**src/rtl/fifo_stream_reader_pkg.sv**
```systemverilog
// Shared types and constants for the FIFO read-side stream master.
// Covers the read FSM states and the skid-buffer pointer and occupancy types.
package fifo_stream_reader_pkg;

   localparam int DEFAULT_FIFO_WIDTH = 16;
   localparam int DEFAULT_CNT_WIDTH  = 16;
   localparam int SKID_DEPTH         = 3;

   typedef enum logic [1:0] {
      IDLE  = 2'd0,
      RUN   = 2'd1,
      DRAIN = 2'd2
   } rd_state_e;

   typedef logic [1:0] skid_ptr_t;
   typedef logic [1:0] occ_t;

   localparam skid_ptr_t PTR_LAST = 2'd2;

   function automatic skid_ptr_t ptr_inc(input skid_ptr_t p);
      return (p == PTR_LAST) ? 2'd0 : p + 2'd1;
   endfunction

   // Buffered words plus the word already requested must fit in the skid buffer.
   function automatic logic has_credit(input occ_t occ, input logic inflight);
      return ({1'b0, occ} + {2'b00, inflight}) < 3'(SKID_DEPTH);
   endfunction

endpackage

```
**src/rtl/fifo_stream_reader_if.sv**
```systemverilog
// Valid/ready stream carrying FIFO words.
// The master drives valid and data, and the slave drives ready.
interface fifo_stream_reader_if #(
   parameter int WIDTH = 16
);
   logic             m_valid;
   logic             m_ready;
   logic [WIDTH-1:0] m_data;

   modport master (output m_valid, output m_data, input m_ready);
   modport slave  (input m_valid, input m_data, output m_ready);
endinterface

```
**src/rtl/fifo_stream_reader_rd_skid_buf.sv**
```systemverilog
// Three-entry register FIFO that absorbs words returning from the FIFO read port.
// The head entry is presented directly as registered stream data.
module rd_skid_buf
   import fifo_stream_reader_pkg::*;
#(
   parameter int WIDTH = DEFAULT_FIFO_WIDTH
) (
   input  logic             clk,
   input  logic             rst,
   input  logic             push,
   input  logic [WIDTH-1:0] push_data,
   input  logic             pop,
   output logic [WIDTH-1:0] head_data,
   output occ_t             occ
);

   logic [WIDTH-1:0] mem_q [SKID_DEPTH];
   skid_ptr_t        head_q;
   skid_ptr_t        tail_q;
   occ_t             occ_q;

   always_ff @(posedge clk) begin
      if (rst) begin
         // NOTE: the entries are cleared along with the pointers so m_data reads zero after reset.
         for (int i = 0; i < SKID_DEPTH; i++) mem_q[i] <= '0;
         head_q <= '0;
         tail_q <= '0;
         occ_q  <= '0;
      end else begin
         if (push) begin
            mem_q[tail_q] <= push_data;
            tail_q        <= ptr_inc(tail_q);
         end
         if (pop) head_q <= ptr_inc(head_q);
         case ({push, pop})
            2'b10:   occ_q <= occ_q + 2'd1;
            2'b01:   occ_q <= occ_q - 2'd1;
            default: occ_q <= occ_q;
         endcase
      end
   end

   assign head_data = mem_q[head_q];
   assign occ       = occ_q;

endmodule

```
**src/rtl/fifo_stream_reader.sv**
```systemverilog
// Read-side master for the synchronous FIFO. It issues credit-limited reads and drains words
// through a skid buffer onto a valid/ready stream. It also flags FIFO underflow and counts delivered words.
module fifo_stream_reader
   import fifo_stream_reader_pkg::*;
#(
   parameter int FIFO_WIDTH = DEFAULT_FIFO_WIDTH,
   parameter int CNT_WIDTH  = DEFAULT_CNT_WIDTH
) (
   input  logic                  clk,
   input  logic                  rst,
   input  logic                  enable,
   input  logic                  fifo_empty,
   input  logic                  fifo_underflow,
   input  logic [FIFO_WIDTH-1:0] fifo_data_out,
   output logic                  fifo_rd_en,
   fifo_stream_reader_if.master  strm,
   input  logic                  err_clr,
   output logic                  underflow_err,
   output logic [CNT_WIDTH-1:0]  words_read,
   output logic                  busy
);

   rd_state_e             state_q;
   rd_state_e             state_d;
   logic                  inflight_q;
   occ_t                  occ;
   logic [FIFO_WIDTH-1:0] head_data;
   logic                  pop;

   always_ff @(posedge clk) begin
      // NOTE: state is updated with non-blocking assignments so all flops sample pre-edge values.
      if (rst) state_q <= IDLE;
      else     state_q <= state_d;
   end

   always_comb begin
      // NOTE: default assignment first so no path leaves state_d unassigned and infers a latch.
      state_d = state_q;
      case (state_q)
         IDLE:    if (enable) state_d = RUN;
         RUN:     if (!enable) state_d = (occ != '0 || inflight_q) ? DRAIN : IDLE;
         DRAIN: begin
            if (enable)                           state_d = RUN;
            else if (occ == '0 && !inflight_q)   state_d = IDLE;
         end
         default: state_d = IDLE;
      endcase
   end

   // Read credit comes from registered state only, so m_ready has no combinational path to fifo_rd_en.
   always_comb begin
      fifo_rd_en = (state_q == RUN) && !fifo_empty && has_credit(occ, inflight_q);
      busy       = (state_q != IDLE);
   end

   always_ff @(posedge clk) begin
      if (rst) begin
         inflight_q    <= 1'b0;
         underflow_err <= 1'b0;
         words_read    <= '0;
      end else begin
         inflight_q <= fifo_rd_en;
         if (fifo_underflow) underflow_err <= 1'b1;
         else if (err_clr)   underflow_err <= 1'b0;
         if (pop) words_read <= words_read + 1'b1;
      end
   end

   assign pop          = strm.m_valid & strm.m_ready;
   assign strm.m_valid = (occ != '0);
   assign strm.m_data  = head_data;

   // A word returns on fifo_data_out one cycle after its read request was accepted.
   rd_skid_buf #(.WIDTH(FIFO_WIDTH)) u_skid (
      .clk       (clk),
      .rst       (rst),
      .push      (inflight_q),
      .push_data (fifo_data_out),
      .pop       (pop),
      .head_data (head_data),
      .occ       (occ)
   );

endmodule

```
**src/flat_wrapper.sv**
```systemverilog
// flat-port wrapper written by rule: the top's interface ports become plain ports
module fifo_stream_reader_flat import fifo_stream_reader_pkg::*;
#(
   parameter int FIFO_WIDTH = DEFAULT_FIFO_WIDTH,
   parameter int CNT_WIDTH  = DEFAULT_CNT_WIDTH
)
  (clk, rst, enable, fifo_empty, fifo_underflow, fifo_data_out, fifo_rd_en, err_clr, underflow_err, words_read, busy, strm_m_valid, strm_m_data, strm_m_ready);
  fifo_stream_reader_if #(.WIDTH(16)) strm_i ();
  input  logic clk;
  input  logic rst;
  input  logic enable;
  input  logic fifo_empty;
  input  logic fifo_underflow;
  input  logic [FIFO_WIDTH-1:0] fifo_data_out;
  output logic fifo_rd_en;
  input  logic err_clr;
  output logic underflow_err;
  output logic [CNT_WIDTH-1:0] words_read;
  output logic busy;
  output wire logic [$bits(strm_i.m_valid)-1:0] strm_m_valid;
  output wire logic [$bits(strm_i.m_data)-1:0] strm_m_data;
  input wire logic [$bits(strm_i.m_ready)-1:0] strm_m_ready;
  assign strm_m_valid = strm_i.m_valid;
  assign strm_m_data = strm_i.m_data;
  assign strm_i.m_ready = strm_m_ready;
  fifo_stream_reader #(.FIFO_WIDTH(FIFO_WIDTH), .CNT_WIDTH(CNT_WIDTH)) u_core (.clk(clk), .rst(rst), .enable(enable), .fifo_empty(fifo_empty), .fifo_underflow(fifo_underflow), .fifo_data_out(fifo_data_out), .fifo_rd_en(fifo_rd_en), .strm(strm_i), .err_clr(err_clr), .underflow_err(underflow_err), .words_read(words_read), .busy(busy));
endmodule
```
**config.mk**
```make
export PLATFORM = sky130hd
export DESIGN_NAME = fifo_stream_reader_flat
export DESIGN_NICKNAME = d
export VERILOG_FILES = /design/src/rtl/fifo_stream_reader_pkg.sv /design/src/rtl/fifo_stream_reader_if.sv /design/src/rtl/fifo_stream_reader_rd_skid_buf.sv /design/src/rtl/fifo_stream_reader.sv /design/src/flat_wrapper.sv
export SDC_FILE = /design/constraint.sdc
export NUM_CORES = 1
export LEC_CHECK = 0
export CAP_MARGIN = 25
export CORE_MARGIN = 3
export CORE_UTILIZATION = 39
export DETAILED_ROUTE_END_ITERATION = 10
export PLACE_DENSITY_LB_ADDON = 0.15
export SLEW_MARGIN = 20
export SYNTH_ARGS = -nofsm -noshare
export SYNTH_HDL_FRONTEND = slang
export SYNTH_SLANG_ARGS = --single-unit
```
**constraint.sdc**
```tcl
create_clock -name clk -period 4.8 [get_ports clk]
set_input_delay 0.72 -clock clk [delete_from_list [all_inputs] [get_ports clk]]
set_output_delay 0.72 -clock clk [all_outputs]
set_load 0.01 [all_outputs]
```
# Word level (Yosys, flattened, before mapping)
# Memories as Yosys holds them, arrays and structs flattened. A register that Yosys moved wholly into a read port is not among the register bits.
# Index checks and enable logic that the tools add are counted.
# word_totals
input_bits,23
ramBits,48
word_cells,60
output_inout_bits,36
register_bits,26
memories,1
# op_classes
add_sub_neg,6
bitwise,1
mux,21
eq_ne,9
reduce_logical,14
order_cmp,1
# mem_list
memory,depth,width,rd,rd_ports_with_merged_regs,wr,line,source
u_core.u_skid.mem_q,3,16,1,1,3,fifo_stream_reader_rd_skid_buf.sv:17,logic [WIDTH-1:0] mem_q [SKID_DEPTH];
# op_table
cell,n
$mux 2,10
$add 16x1->16 const B,1
$mux 16,1
$reduce_or 16->1,1
$eq 2x2->1 const B,4
$mux 1,8
$reduce_bool 2->1,4
$add 2x1->2 const B,3
$pmux 2 s3,1
$eq 2x1->1 const B,2
$logic_not 2->1,2
$ne 2x2->1 const B,2
$pmux 2 s2,1
$add 2x1->3,1
$logic_and 1x1->1,3
$lt 3x2->1 const B,1
$ne 3x2->1 const B,1
$reduce_and 3->1,1
$logic_not 1->1,2
$sub 2x1->2 const B,1
$and 1x1->1,1
$logic_or 1x1->1,1

# Logic depth before layout (Yosys ltp)
# logic_depth
word_depth,5
mapped_depth,7
mapped_depth_nobuf,6

# Cells and area by module
# A second synthesis with hierarchy kept.
# hier_totals
cells_unflattened,274
area_unflattened_um2,3978.8
# modules_own_cells
module,area_each_um2,n_inst,seq_area_each_um2,cells_per_inst
rd_skid_buf,3047.9,1,2082.0,176
fifo_stream_reader,930.9,1,400.4,98

# Least setup slack after synthesis
# Ideal clock, no wire load.
# synth_path
path_kind,in2out
from,input fifo_empty
to,output fifo_rd_en
arrival_time_ns,1.448
t_required_ns,4.080
cell_stages,2
path_slack_ns,2.632
path_buffers,0
cell_sequence,or4b_1 a21oi_1
# synth_between
elab_chain_len,3
# synth_lines
element,line,source
start: declaration,flat_wrapper.sv:12,input logic fifo_empty;
$logic_not 1->1,fifo_stream_reader.sv:52,"fifo_rd_en = (state_q == RUN) && !fifo_empty && has_credit(occ, inflight_q);"
$logic_and 1x1->1 (2 in series),fifo_stream_reader.sv:52,
end: declaration,flat_wrapper.sv:15,output logic fifo_rd_en;
# No other way between the ends.

==> summary.txt <==
Outcome = completed
IO Count = 59
WHS Endpoint = u_core.state_q[0]
Largest stage delay, worst path = 0.66 ns
Reg clk slew, reported paths = 0.09 ns
Worst Setup End Kind = output pin
Synthesis-to-finish area growth = 23.0%
Slew margin rel. = 41.9%
Simple-gate area share of the yosys netlist = 17.9%
Buf/Inv on CP = 2
Vias = 2313
Number of nets with antenna violations after routing = 0
DP HPWL = 4.79 mm
Leakage power = 1.69 nW
Yosys cell types = 44
Compound-gate portion of the synthesized area = 3.60%
Worst Path Arrival = 2.39 ns
Worst hold path type = reg2reg
Worst Max-Slew Pin Slew = 0.871 ns
Syn_nets = 308
Final net count = 370
Slowest library cell on the worst path = dfxtp_1
Reg2Reg Depth = 4
Worst path cell trace = buf_4 > mux4_2 > clkdlybuf4s50_1
# Max-Cap Violations = 0
Die Ht = 107 um
Post-Synth XOR/XNOR Area = 2.88%
Final wirelength = 7.44 mm
Crit path launch type = register
Setup TNS = 0 ns
Final Slew Violations = 0
Min-Delay Startpoint = u_core.state_q[1]
Maximum clock insertion buffer count = 2
Htree depth = 3
WS Path Type = reg2out
Reg-to-Reg Start = u_core.inflight_q
Die W = 107 um
Antenna cells = 0
Fin. Hold Viols = 0
Post-synthesis mux area share = 9.48%
Number of global-route vias before repair = 2370
Later-pin clock latency in the skew report = 0.35 ns
Pint = 1.18 mW
Largest net degree at the start of global routing = 23
GR Overflow Total = 0
Initial antenna violation count = 0
Die area = 11400 sq um
Final core utilization = 49.6%
Post-synth top area cell = edfxtp_1
Final Critical Period = 3.11 ns
Initial core utilization = 40.3%
Share of cells above drive strength 1 = 15.5%
Largest cells by area after synthesis = edfxtp_1 49%, dfxtp_1 14%, mux4_2 9.1%
Vias per cell = 4.81
Yosys warns = 0
Largest family of logic cells by synthesized area = simple AND/OR/NAND/NOR gates
Postcts setup bufs = 0
Routability congestion estimate = 0.670
CP Max Fanout = 10
Mapped Cells = 281
CP delay by family, top = buffers and inverters
Flop-to-flop setup slack = 2.81 ns
Sequential area share after synthesis = 62.7%
Flop pwr share = 57.9%
Cts hold-fix bufs = 0
Fmax = 321 MHz
Cts repair resizes = 0
Commonest non-fill, non-tap cells in the layout = 64 x edfxtp_1, 58 x clkdlybuf4s50_1, 48 x and2_1
CTS Buf Count = 9
Synthesized area = 3960 sq um
Commonest non-fill, non-tap cell in the layout = edfxtp_1
RSZ-0062 raised after global routing = false
Clk pwr share = 33.3%
PortBufs = 58
Residual DRC = 0
Adder-cell share of the synthesized area = 1.26%
Maximum resistive drop on vdd = 121 uV
Psw = 0.342 mW
Initial DRC Count = 56
Share of the synthesized area in the top cell type = 48.5%
DR WL/cell = 15.5 um
Req. time, crit path = 4.08 ns
Core Region = 9820 sq um
Syn Area/Cell = 14.1 sq um
Final period util = 64.8%
TritonCTS clock tree = built
Worst Hold Path Cells = 1
Comb pwr share = 8.8%
FF+latch count, synth = 92
DR pass1 iterations = 4
Cell Rows = 36
Root Buffer Master = clkbuf_8
Final-report setup violation count = 0
Crit Reg-Reg Endpoint = u_core.u_skid.mem_q[2][7]
Pwr dens = 313 nW/um^2
Sw Ratio = 22.4%
CTS Sinks = 92
Total GRT Usage = 13.9%
First-pass GRT wire length = 12.2 mm
Setup Skew = 0.0132 ns
==> metrics by stage <==
step / hold WS (ns) / cells / total power, mW / cell area [sq um] / worst slack [ns]
after CTS: 0.485 / 481 / 1.55 / 4870 / 1.62
after global placement: 0.461 / 465 / 1.04 / 4680 / 1.77
after global routing: 0.502 / 481 / 1.59 / 4870 / 1.51
after floorplan: 0.435 / 281 / 0.968 / 3960 / 2.63
final: 0.481 / 481 / 1.53 / 4870 / 1.69
after detailed placement: 0.472 / 465 / 1.04 / 4680 / 1.74
==> Yosys cell counts, drive strengths merged <==
master / count
o211a: 1
a21oi: 12
o211ai: 2
a31o: 3
dfxtp: 28
o21ai: 2
mux4: 16
nor3: 6
nand4: 4
inv: 8
ha: 4
nor4b: 1
nor2b: 2
mux2: 1
nand3: 3
xor2: 4
or4b: 1
nand2: 8
nor2: 26
or2: 5
clkbuf: 5
nor3b: 1
edfxtp: 64
xnor2: 9
or3: 2
and2: 48
nand2b: 1
and3: 2
and3b: 1
buf: 6
a211oi: 1
nor4: 4
==> power groups by stage <==
stage,combinational (mW),sequential [mW],clock (mW)
floorplan,0.0749,0.893,0
global placement,0.135,0.902,0
detailed placement,0.136,0.903,0
CTS,0.137,0.884,0.525
global route,0.146,0.888,0.560
finish,0.133,0.884,0.508
==> sequential cells by signal (all words and copies together), names as in the netlist, named ones only <==
signal	flops
u_core.u_skid.mem_q	64
u_core.words_read	16
u_core.state_q	2
u_core.u_skid.head_q	2
u_core.u_skid.occ	2
u_core.u_skid.tail_q	2
u_core.inflight_q	1
u_core.underflow_err	1
==> worst max-delay path by stage <==
stage / to / cells past startpoint
floorplan: fifo_rd_en / 2
global placement: fifo_rd_en / 4
detailed placement: u_core.u_skid.mem_q[2][9] / 4
CTS: strm_m_data[3] / 3
global route: strm_m_data[14] / 3
finish: strm_m_data[14] / 3
==> kinds of logic (layout without fill, tap and decap cells) <==
| group | Yosys count | in the layout |
|---|---|---|
| AO/OA/AOI/OAI | 21 | 21 |
| XOR/XNOR | 13 | 13 |
| adder cells (fa/ha/maj) | 4 | 4 |
| buffers and inverters | 19 | 86 |
| flip-flops | 92 | 92 |
| multiplexers | 17 | 17 |
| AND/OR/NAND/NOR | 115 | 115 |
==> layout make-up <==
type	instances	area, sq um
fill	919	4950
tap	133	166
sequential	92	2480
timing repair buffer	62	611
inverter	8	30.0
clock buffer	9	124
clock inverter	7	67.6
multi-input combinational	170	1390
==> per-layer routing <==
metal | part of all wire (%) | GRT usage, %
met5 | 0 | 0
met4 | 1.4 | 4.66
met3 | 4.4 | 3.91
met2 | 49 | 22.2
met1 | 46 | 18.4
==> worst reg2reg max path: stages, from the launching register on <==
cell and delay (ns):
dfxtp_1 0.41, inv_2 0.12, nor2_1 0.14, and3b_1 0.50, or2_2 0.47
Note: power is estimated with default switching activity, not from simulation.
